[src/rtl/inst_fetch_ctrl.sv]
// inst_fetch_ctrl: PC and fetch sequencer for the instruction ROM.
// Steps, stalls or redirects the PC; stops on the all-ones halt word.
module inst_fetch_ctrl #(
  parameter int A  = 10,
  parameter int W  = 10,
  parameter int CW = 16
) (
  input  logic          Clk,
  input  logic          Reset_n,
  input  logic          Start,
  input  logic [A-1:0]  StartAddr,
  input  logic [W-1:0]  InstIn,
  input  logic          Stall,
  input  logic          BranchAbs,
  input  logic [A-1:0]  Target,
  input  logic          BranchRel,
  input  logic [A-1:0]  Offset,
  output logic [A-1:0]  InstAddress,
  output logic          InstValid,
  output logic          Busy,
  output logic          Done,
  output logic [CW-1:0] InstCount,
  output logic [CW-1:0] CycleCount
);

  typedef enum logic [1:0] {
    IDLE = 2'd0,
    RUN  = 2'd1,
    HALT = 2'd2
  } state_t;

  state_t        state_q, state_d;
  logic [A-1:0]  pc_q, pc_d;
  logic          done_q, done_d;
  logic [CW-1:0] icnt_q, icnt_d;
  logic [CW-1:0] ccnt_q, ccnt_d;

  logic          is_run;
  logic          consume;
  logic          halt_word;
  logic          sel_halt;
  logic          sel_abs;
  logic          sel_rel;
  logic          sel_seq;
  logic [A-1:0]  pc_inc;
  logic [A-1:0]  pc_rel;
  logic [CW-1:0] icnt_inc;
  logic [CW-1:0] ccnt_inc;

  // Decode of the current cycle: what gets consumed and where PC goes.
  always_comb begin
    is_run    = (state_q == RUN);
    consume   = is_run & ~Stall;
    halt_word = (InstIn == '1);
    sel_halt  = halt_word;
    sel_abs   = ~halt_word & BranchAbs;
    sel_rel   = ~halt_word & ~BranchAbs & BranchRel;
    sel_seq   = ~halt_word & ~BranchAbs & ~BranchRel;
    pc_inc    = pc_q + A'(1);
    pc_rel    = pc_q + Offset;
    icnt_inc  = (icnt_q == '1) ? icnt_q : icnt_q + CW'(1);
    ccnt_inc  = (ccnt_q == '1) ? ccnt_q : ccnt_q + CW'(1);
  end

  // Next-state, PC and counter update.
  always_comb begin
    state_d = state_q;
    pc_d    = pc_q;
    done_d  = done_q;
    icnt_d  = icnt_q;
    ccnt_d  = ccnt_q;
    unique case (state_q)
      IDLE, HALT: begin
        if (Start) begin
          state_d = RUN;
          pc_d    = StartAddr;
          done_d  = 1'b0;
          icnt_d  = '0;
          ccnt_d  = '0;
        end
      end
      RUN: begin
        ccnt_d = ccnt_inc;
        if (consume) begin
          icnt_d = icnt_inc;
          unique case (1'b1)
            sel_halt: begin
              state_d = HALT;
              done_d  = 1'b1;
            end
            sel_abs: pc_d = Target;
            sel_rel: pc_d = pc_rel;
            sel_seq: pc_d = pc_inc;
            default: pc_d = pc_q;
          endcase
        end
      end
      default: state_d = IDLE;
    endcase
  end

  // State registers with synchronous active-low reset.
  always_ff @(posedge Clk) begin
    if (!Reset_n) begin
      state_q <= IDLE;
      pc_q    <= '0;
      done_q  <= 1'b0;
      icnt_q  <= '0;
      ccnt_q  <= '0;
    end else begin
      state_q <= state_d;
      pc_q    <= pc_d;
      done_q  <= done_d;
      icnt_q  <= icnt_d;
      ccnt_q  <= ccnt_d;
    end
  end

  assign InstAddress = pc_q;
  assign InstValid   = consume;
  assign Busy        = is_run;
  assign Done        = done_q;
  assign InstCount   = icnt_q;
  assign CycleCount  = ccnt_q;

endmodule

[config.mk]
export PLATFORM = sky130hd
export DESIGN_NAME = inst_fetch_ctrl
export DESIGN_NICKNAME = d
export VERILOG_FILES = /design/src/rtl/inst_fetch_ctrl.sv
export SDC_FILE = /design/constraint.sdc
export NUM_CORES = 1
export LEC_CHECK = 0
export CAP_MARGIN = 20
export CORE_AREA = 2 2 80 82
export CTS_BUF_LIST = sky130_fd_sc_hd__clkbuf_8 sky130_fd_sc_hd__clkbuf_16
export DETAILED_ROUTE_END_ITERATION = 16
export DIE_AREA = 0 0 82 84
export PLACE_DENSITY = 0.79
export RECOVER_POWER = 100
export SKIP_CTS_REPAIR_TIMING = 1
export SLEW_MARGIN = 0
export SYNTH_ARGS = -nofsm -noshare
export SYNTH_HDL_FRONTEND = slang
export SYNTH_SLANG_ARGS = --single-unit
[constraint.sdc]
create_clock -name Clk -period 4.4 [get_ports Clk]
set_input_delay 0.66 -clock Clk [delete_from_list [all_inputs] [get_ports Clk]]
set_output_delay 0.66 -clock Clk [all_outputs]
set_load 0.02 [all_outputs]
# Word level (Yosys, flattened, before mapping)
# Cells that the tools add are included.
dict set report classes {
  n_addsub 4
  eq_ne 11
  muxes 18
  bitwise 9
  reduce_logical 8
}
# cell n
set ops {}
lappend ops {{16-bit 2-to-1 mux} 4}
lappend ops {{16-bit one-hot mux with 2 select lines} 2}
lappend ops {{16-bit by 1-bit adder with 16-bit output (second input constant)} 2}
lappend ops {{16-bit == test (second input constant)} 2}
lappend ops {{10-bit one-hot mux with 3 select lines} 1}
lappend ops {{10-bit 2-to-1 mux} 2}
lappend ops {{10-bit one-hot mux with 2 select lines} 1}
lappend ops {{4-bit AND reduction} 3}
lappend ops {{10-bit by 1-bit adder with 10-bit output (second input constant)} 1}
lappend ops {{10-bit adder} 1}
lappend ops {{10-bit == test (second input constant)} 1}
lappend ops {{2-bit != test (second input constant)} 4}
lappend ops {{2-bit 2-to-1 mux} 3}
lappend ops {{3-bit AND reduction} 2}
lappend ops {{1-bit bitwise AND} 5}
lappend ops {{4-bit by 1-bit != test with 1-bit output (second input constant)} 1}
lappend ops {{1-bit NOT} 4}
lappend ops {{2-bit one-hot mux with 2 select lines} 1}
lappend ops {{1-bit 2-to-1 mux} 3}
lappend ops {{2-bit by 1-bit == test with 1-bit output (second input constant)} 1}
lappend ops {{2-bit == test (second input constant)} 1}
lappend ops {{2-bit logical NOT} 1}
lappend ops {{2-bit by 1-bit != test with 1-bit output (second input constant)} 1}
lappend ops {{1-bit one-hot mux with 2 select lines} 1}
lappend ops {{other kinds (2)} 2}
dict set report word_totals {
  reg_bits 45
  input_bits 46
  wordCells 55
}

# Logic depth before layout (Yosys ltp)
dict set report logic_depth {
  ltp_word 7
  depth_mapped 12
  ltp_nobuf 12
}

# Worst setup path after synthesis
# OpenSTA, ideal clock, no wires.
dict set report synth_path {
  kind {input-to-reg}
  from {in InstIn[3]}
  to {reg pc_q[6], in the netlist InstAddress[6]}
  setup_time_ps 119
  arrival_ps 3474
  t_required_ps 4281
  path_slack_ps 808
  cell_stages 12
  n_path_buf 0
  path_cell_list {nand2_1 > o41ai_4 > nor2_1 > or2_2 > ha_1 > fa_1 > a21o_1 > a21o_1 > a211oi_1 > or3_1 > a21boi_0 > o221a_2}
}
dict set report synth_between {
  elab_chain_len 7
  elab_cells_between_ends 11
  cone_classes {eq/ne: 2; mux: 3; bitwise: 5; reduce/logical: 1}
}
# element line_no
set synth_lines {}
lappend synth_lines {{start: declaration} 12} ;# input logic [W-1:0] InstIn,
lappend synth_lines {{10-bit == test (*)} 54} ;# halt_word = (InstIn == '1);
lappend synth_lines {{1-bit NOT (*)} {56, 57, 58}}
lappend synth_lines {{1-bit bitwise AND} {57, 58}}
lappend synth_lines {{1-bit bitwise AND (on tied branches)} {58, 57}}
lappend synth_lines {{10-bit one-hot mux with 3 select lines} 86} ;# unique case (1'b1)
lappend synth_lines {{10-bit 2-to-1 mux} 84} ;# if (consume) begin
lappend synth_lines {{10-bit one-hot mux with 2 select lines} 72} ;# unique case (state_q)
lappend synth_lines {{end signal: assignment} 112} ;# pc_q <= pc_d;
lappend synth_lines {{end: declaration} 33} ;# logic [A-1:0] pc_q, pc_d;
# Every way passes the cells marked *; elsewhere a longest branch is shown, timed or not. The select of a mux whose other input is x is not followed.
# A chain may end at the register's enable or synchronous reset.

# Final worst setup path
dict set report layout_path {
  from {in InstIn[9]}
  to {reg pc_q[6], in the netlist InstAddress[6]}
}
# The elaborated chain is that of the path after synthesis.

==> impl_metrics.env <==
export IMPL_area_growth_pct=39.3
export IMPL_timing_max_cap_violations=0
export IMPL_leakagePower_nw=1.50
export IMPL_crit_type="in -> reg"
export IMPL_cts_root_buf="clkbuf_8"
export IMPL_synth_warnings=0
export IMPL_cts_buffers=5
export IMPL_post_route_period_util_pct=83.2
export IMPL_drv_slew=0
export IMPL_clk_pin_slew_ns=0.09
export IMPL_fin_skew_ns=0.00779
export IMPL_post_route_util_pct=61.8
export IMPL_die_area_um2=6890
export IMPL_synth_flop_cell="dfxtp_1"
export IMPL_h_tree_depth=2
export IMPL_syn_nets=379
export IMPL_rr_worst_depth=7
export IMPL_layout_nets=469
export IMPL_tritoncts="built"
export IMPL_clkPwrFrac_pct=29.4
export IMPL_die_y_um=84
export IMPL_clk_latency_ns=0.31
export IMPL_holdPathStages=2
export IMPL_synth_seq_cells=45
export IMPL_cp_max_fo=3
export IMPL_clockBufferDepth=2
export IMPL_p_int_w=0.000645
export IMPL_die_w_um=82
export IMPL_slew_limit_headroom_pct=32.1
export IMPL_synth_cell_types=60
export IMPL_multi_input_area_um2=1740
export IMPL_fmax_ghz=0.273
export IMPL_core_area_um2=6100
export IMPL_vias_per_cell=5.51
export IMPL_required_ns=4.65
export IMPL_critPathCaptureType="flop"
export IMPL_drt_initial_drc_count=195
export IMPL_synth_cells=321
export IMPL_p_seq_share_pct=46.4
export IMPL_pwr_share_comb_pct=24.3
export IMPL_tightest_slew_ns=1.02
export IMPL_place_gp_congestion=0.898
export IMPL_grt_max_degree=32
export IMPL_grt_usage_pct=21.5
export IMPL_final_seq_area_um2=901
export IMPL_rsz0062_at_grt="false"
export IMPL_outcome="complete, no violations"
export IMPL_r2r_end="InstCount[9]$_SDFFE_PN0P_"
export IMPL_grt_pass1_vias=2559
export IMPL_synthArstFlopShare_pct=0
export IMPL_finalSetupViolations=0
export IMPL_period_minus_slack_ns=3.66
export IMPL_wl_mm=7.04
export IMPL_holdWs_ns=0.501
export IMPL_port_buffers=90
export IMPL_synth_edf_count=0
export IMPL_firstDrtPassIters=5
export IMPL_vdd_drop_max_mv=0.140
export IMPL_p_sw_w=0.000292
export IMPL_syn_avg_cell_area_um2=8.43
export IMPL_antenna_found_initial=0
export IMPL_hp_class="reg -> reg"
export IMPL_cp_data_arrival_time_ns=3.91
export IMPL_grt_pass1_wl_mm=11.8
export IMPL_syn_area_um2=2710
export IMPL_insertedDiodeCount=0
export IMPL_whs_endpoint="InstAddress[3]$_SDFFE_PN0P_"
export IMPL_hold_viol=0
export IMPL_yosysSeqAreaShare_pct=33.3
export IMPL_min_delay_start="InstAddress[3]$_SDFFE_PN0P_"
export IMPL_start_util_pct=44.4
export IMPL_clock_sinks=45
export IMPL_critPathLaunchType="primary input"
export IMPL_reg2reg_slack_ns=2.07
export IMPL_nFillCells=559
export IMPL_fin_setup_tns_ns=0
export IMPL_drt_wirelength_per_cell_um=14.4
export IMPL_rows=29
export IMPL_io_pins=91
export IMPL_switching_share_pct=31.1
export IMPL_vias=2693
export IMPL_grt_ovfl_total=0
export IMPL_r2r_start="state_q[0]$_SDFFE_PN0P_"
export IMPL_dp_hpwl_mm=5.33
export IMPL_drc=0
export IMPL_drive_above_1_share_pct=5.83
export IMPL_p_per_area_nw_per_um2=249
export IMPL_antenna_left=0
==> layout by cell type (no fill, tap or decap), types with 2 or more instances in the layout <==
master            n
nand2_1          33
a31oi_1           2
o21ai_0          12
a21o_1            2
ha_1             11
dfxtp_1          45
clkdlybuf4s50_1  43
nand4_1           7
nand3_1          23
xnor2_1          15
or4_1             2
o22ai_1           3
or3_1             6
a21oi_1          16
nor4_1            2
o221a_2           2
nor2_1           36
nor2b_1          11
o21a_1            2
clkbuf_8          5
nand2b_1          2
mux2i_1           3
dlygate4sd3_1    47
and3_1            3
xor2_1           16
inv_1             8
and4_1            3
nor3_1            9
and2_1            3
a21boi_0          4
o211ai_1          3
==> power groups by stage <==
| stage | registers (W) | clock network [W] | logic [W] |
|---|---|---|---|
| 3_3_place_gp | 0.000444 | 0 | 0.000227 |
| 6_report | 0.000434 | 0.000275 | 0.000227 |
| 3_5_place_dp | 0.000444 | 0 | 0.000231 |
| 4_1_cts | 0.000435 | 0.000285 | 0.000232 |
| 5_1_grt | 0.000436 | 0.000301 | 0.000250 |
| 2_1_floorplan | 0.000456 | 0 | 0.000122 |
==> critical path, cell delays in order <==
cell and delay, ns:
dlygate4sd3_1 0.53, nand4_1 0.19, o41ai_4 0.30, nor2_1 0.10
or2_2 0.28, ha_1 0.21, fa_1 0.40, a21o_1 0.20
a21o_1 0.22, a211oi_1 0.29, o21ai_0 0.13, a21boi_0 0.20
o221a_2 0.21
==> cells by family after synthesis <==
logic type | share of synthesized area, %
simple gates | 29.3
compound gates | 17.9
flops | 33.3
xor+xnor | 10.0
buf+inv | 2.54
fa+ha+maj | 5.83
mux | 1.11
==> per-layer routing <==
metal	global-route usage (%)	share of wire (%)	vias up
li1	-	-	1327
met3	3.90	6.2	11
met2	33.6	46	93
met4	6.82	1.2	0
met5	0	0	-
met1	29.5	47	1262
==> flip-flops by register name (all words and copies together), names as in the netlist <==
name / count
CycleCount: 16
state_q: 2
InstAddress: 10
Done: 1
InstCount: 16
==> metrics by stage <==
step           instance area [um^2]  setup WS [ns]  cells  power (W)
2_1_floorplan                  2710          0.808    321   0.000578
3_3_place_gp                   3680          0.602    481   0.000671
3_5_place_dp                   3680          0.508    481   0.000675
4_1_cts                        3770          0.815    489   0.000951
5_1_grt                        3770          0.471    489   0.000988
6_report                       3770          0.740    489   0.000937
==> layout make-up <==
class | instances | area share (%)
timing repair buffer | 92 | 24.2
tap | 77 | 2.56
clock buffer | 5 | 1.83
sequential | 45 | 23.9
clock inverter | 3 | 0.664
inverter | 8 | 0.797
multi-input combinational | 259 | 46.0
==> worst max-delay path by stage <==
stage | cells after the start | start | slack, ns | endpoint
after floorplan | 12 | InstIn[3] | 0.81 | InstAddress[6]$_SDFFE_PN0P_
after global placement | 13 | InstIn[3] | 0.60 | InstAddress[6]$_SDFFE_PN0P_
after detailed placement | 13 | InstIn[3] | 0.51 | InstAddress[6]$_SDFFE_PN0P_
after CTS | 13 | InstIn[3] | 0.81 | InstAddress[6]$_SDFFE_PN0P_
after global routing | 13 | InstIn[9] | 0.47 | InstAddress[6]$_SDFFE_PN0P_
final | 13 | InstIn[9] | 0.74 | InstAddress[6]$_SDFFE_PN0P_
==> synth_stat cells, types with 2 or more instances <==
| cell | instances | area (um^2) |
|---|---|---|
| a21boi_0 | 4 | 30.0 |
| a21o_1 | 2 | 15.0 |
| a21oi_1 | 16 | 80.1 |
| a31oi_1 | 2 | 12.5 |
| and2_1 | 3 | 18.8 |
| and3_1 | 3 | 18.8 |
| and4_1 | 3 | 26.3 |
| clkbuf_1 | 7 | 26.3 |
| dfxtp_1 | 45 | 901 |
| ha_1 | 11 | 138 |
| inv_1 | 7 | 26.3 |
| mux2i_1 | 3 | 30.0 |
| nand2_1 | 33 | 124 |
| nand2b_1 | 2 | 12.5 |
| nand3_1 | 23 | 115 |
| nand4_1 | 7 | 43.8 |
| nor2_1 | 36 | 135 |
| nor2b_1 | 11 | 68.8 |
| nor3_1 | 9 | 45.0 |
| nor4_1 | 2 | 12.5 |
| o211ai_1 | 3 | 22.5 |
| o21a_1 | 2 | 15.0 |
| o21ai_0 | 12 | 60.1 |
| o221a_2 | 2 | 22.5 |
| o22ai_1 | 3 | 18.8 |
| or3_1 | 6 | 37.5 |
| or4_1 | 2 | 15.0 |
| xnor2_1 | 15 | 131 |
| xor2_1 | 16 | 140 |
Power figures use the tool's default switching activity.
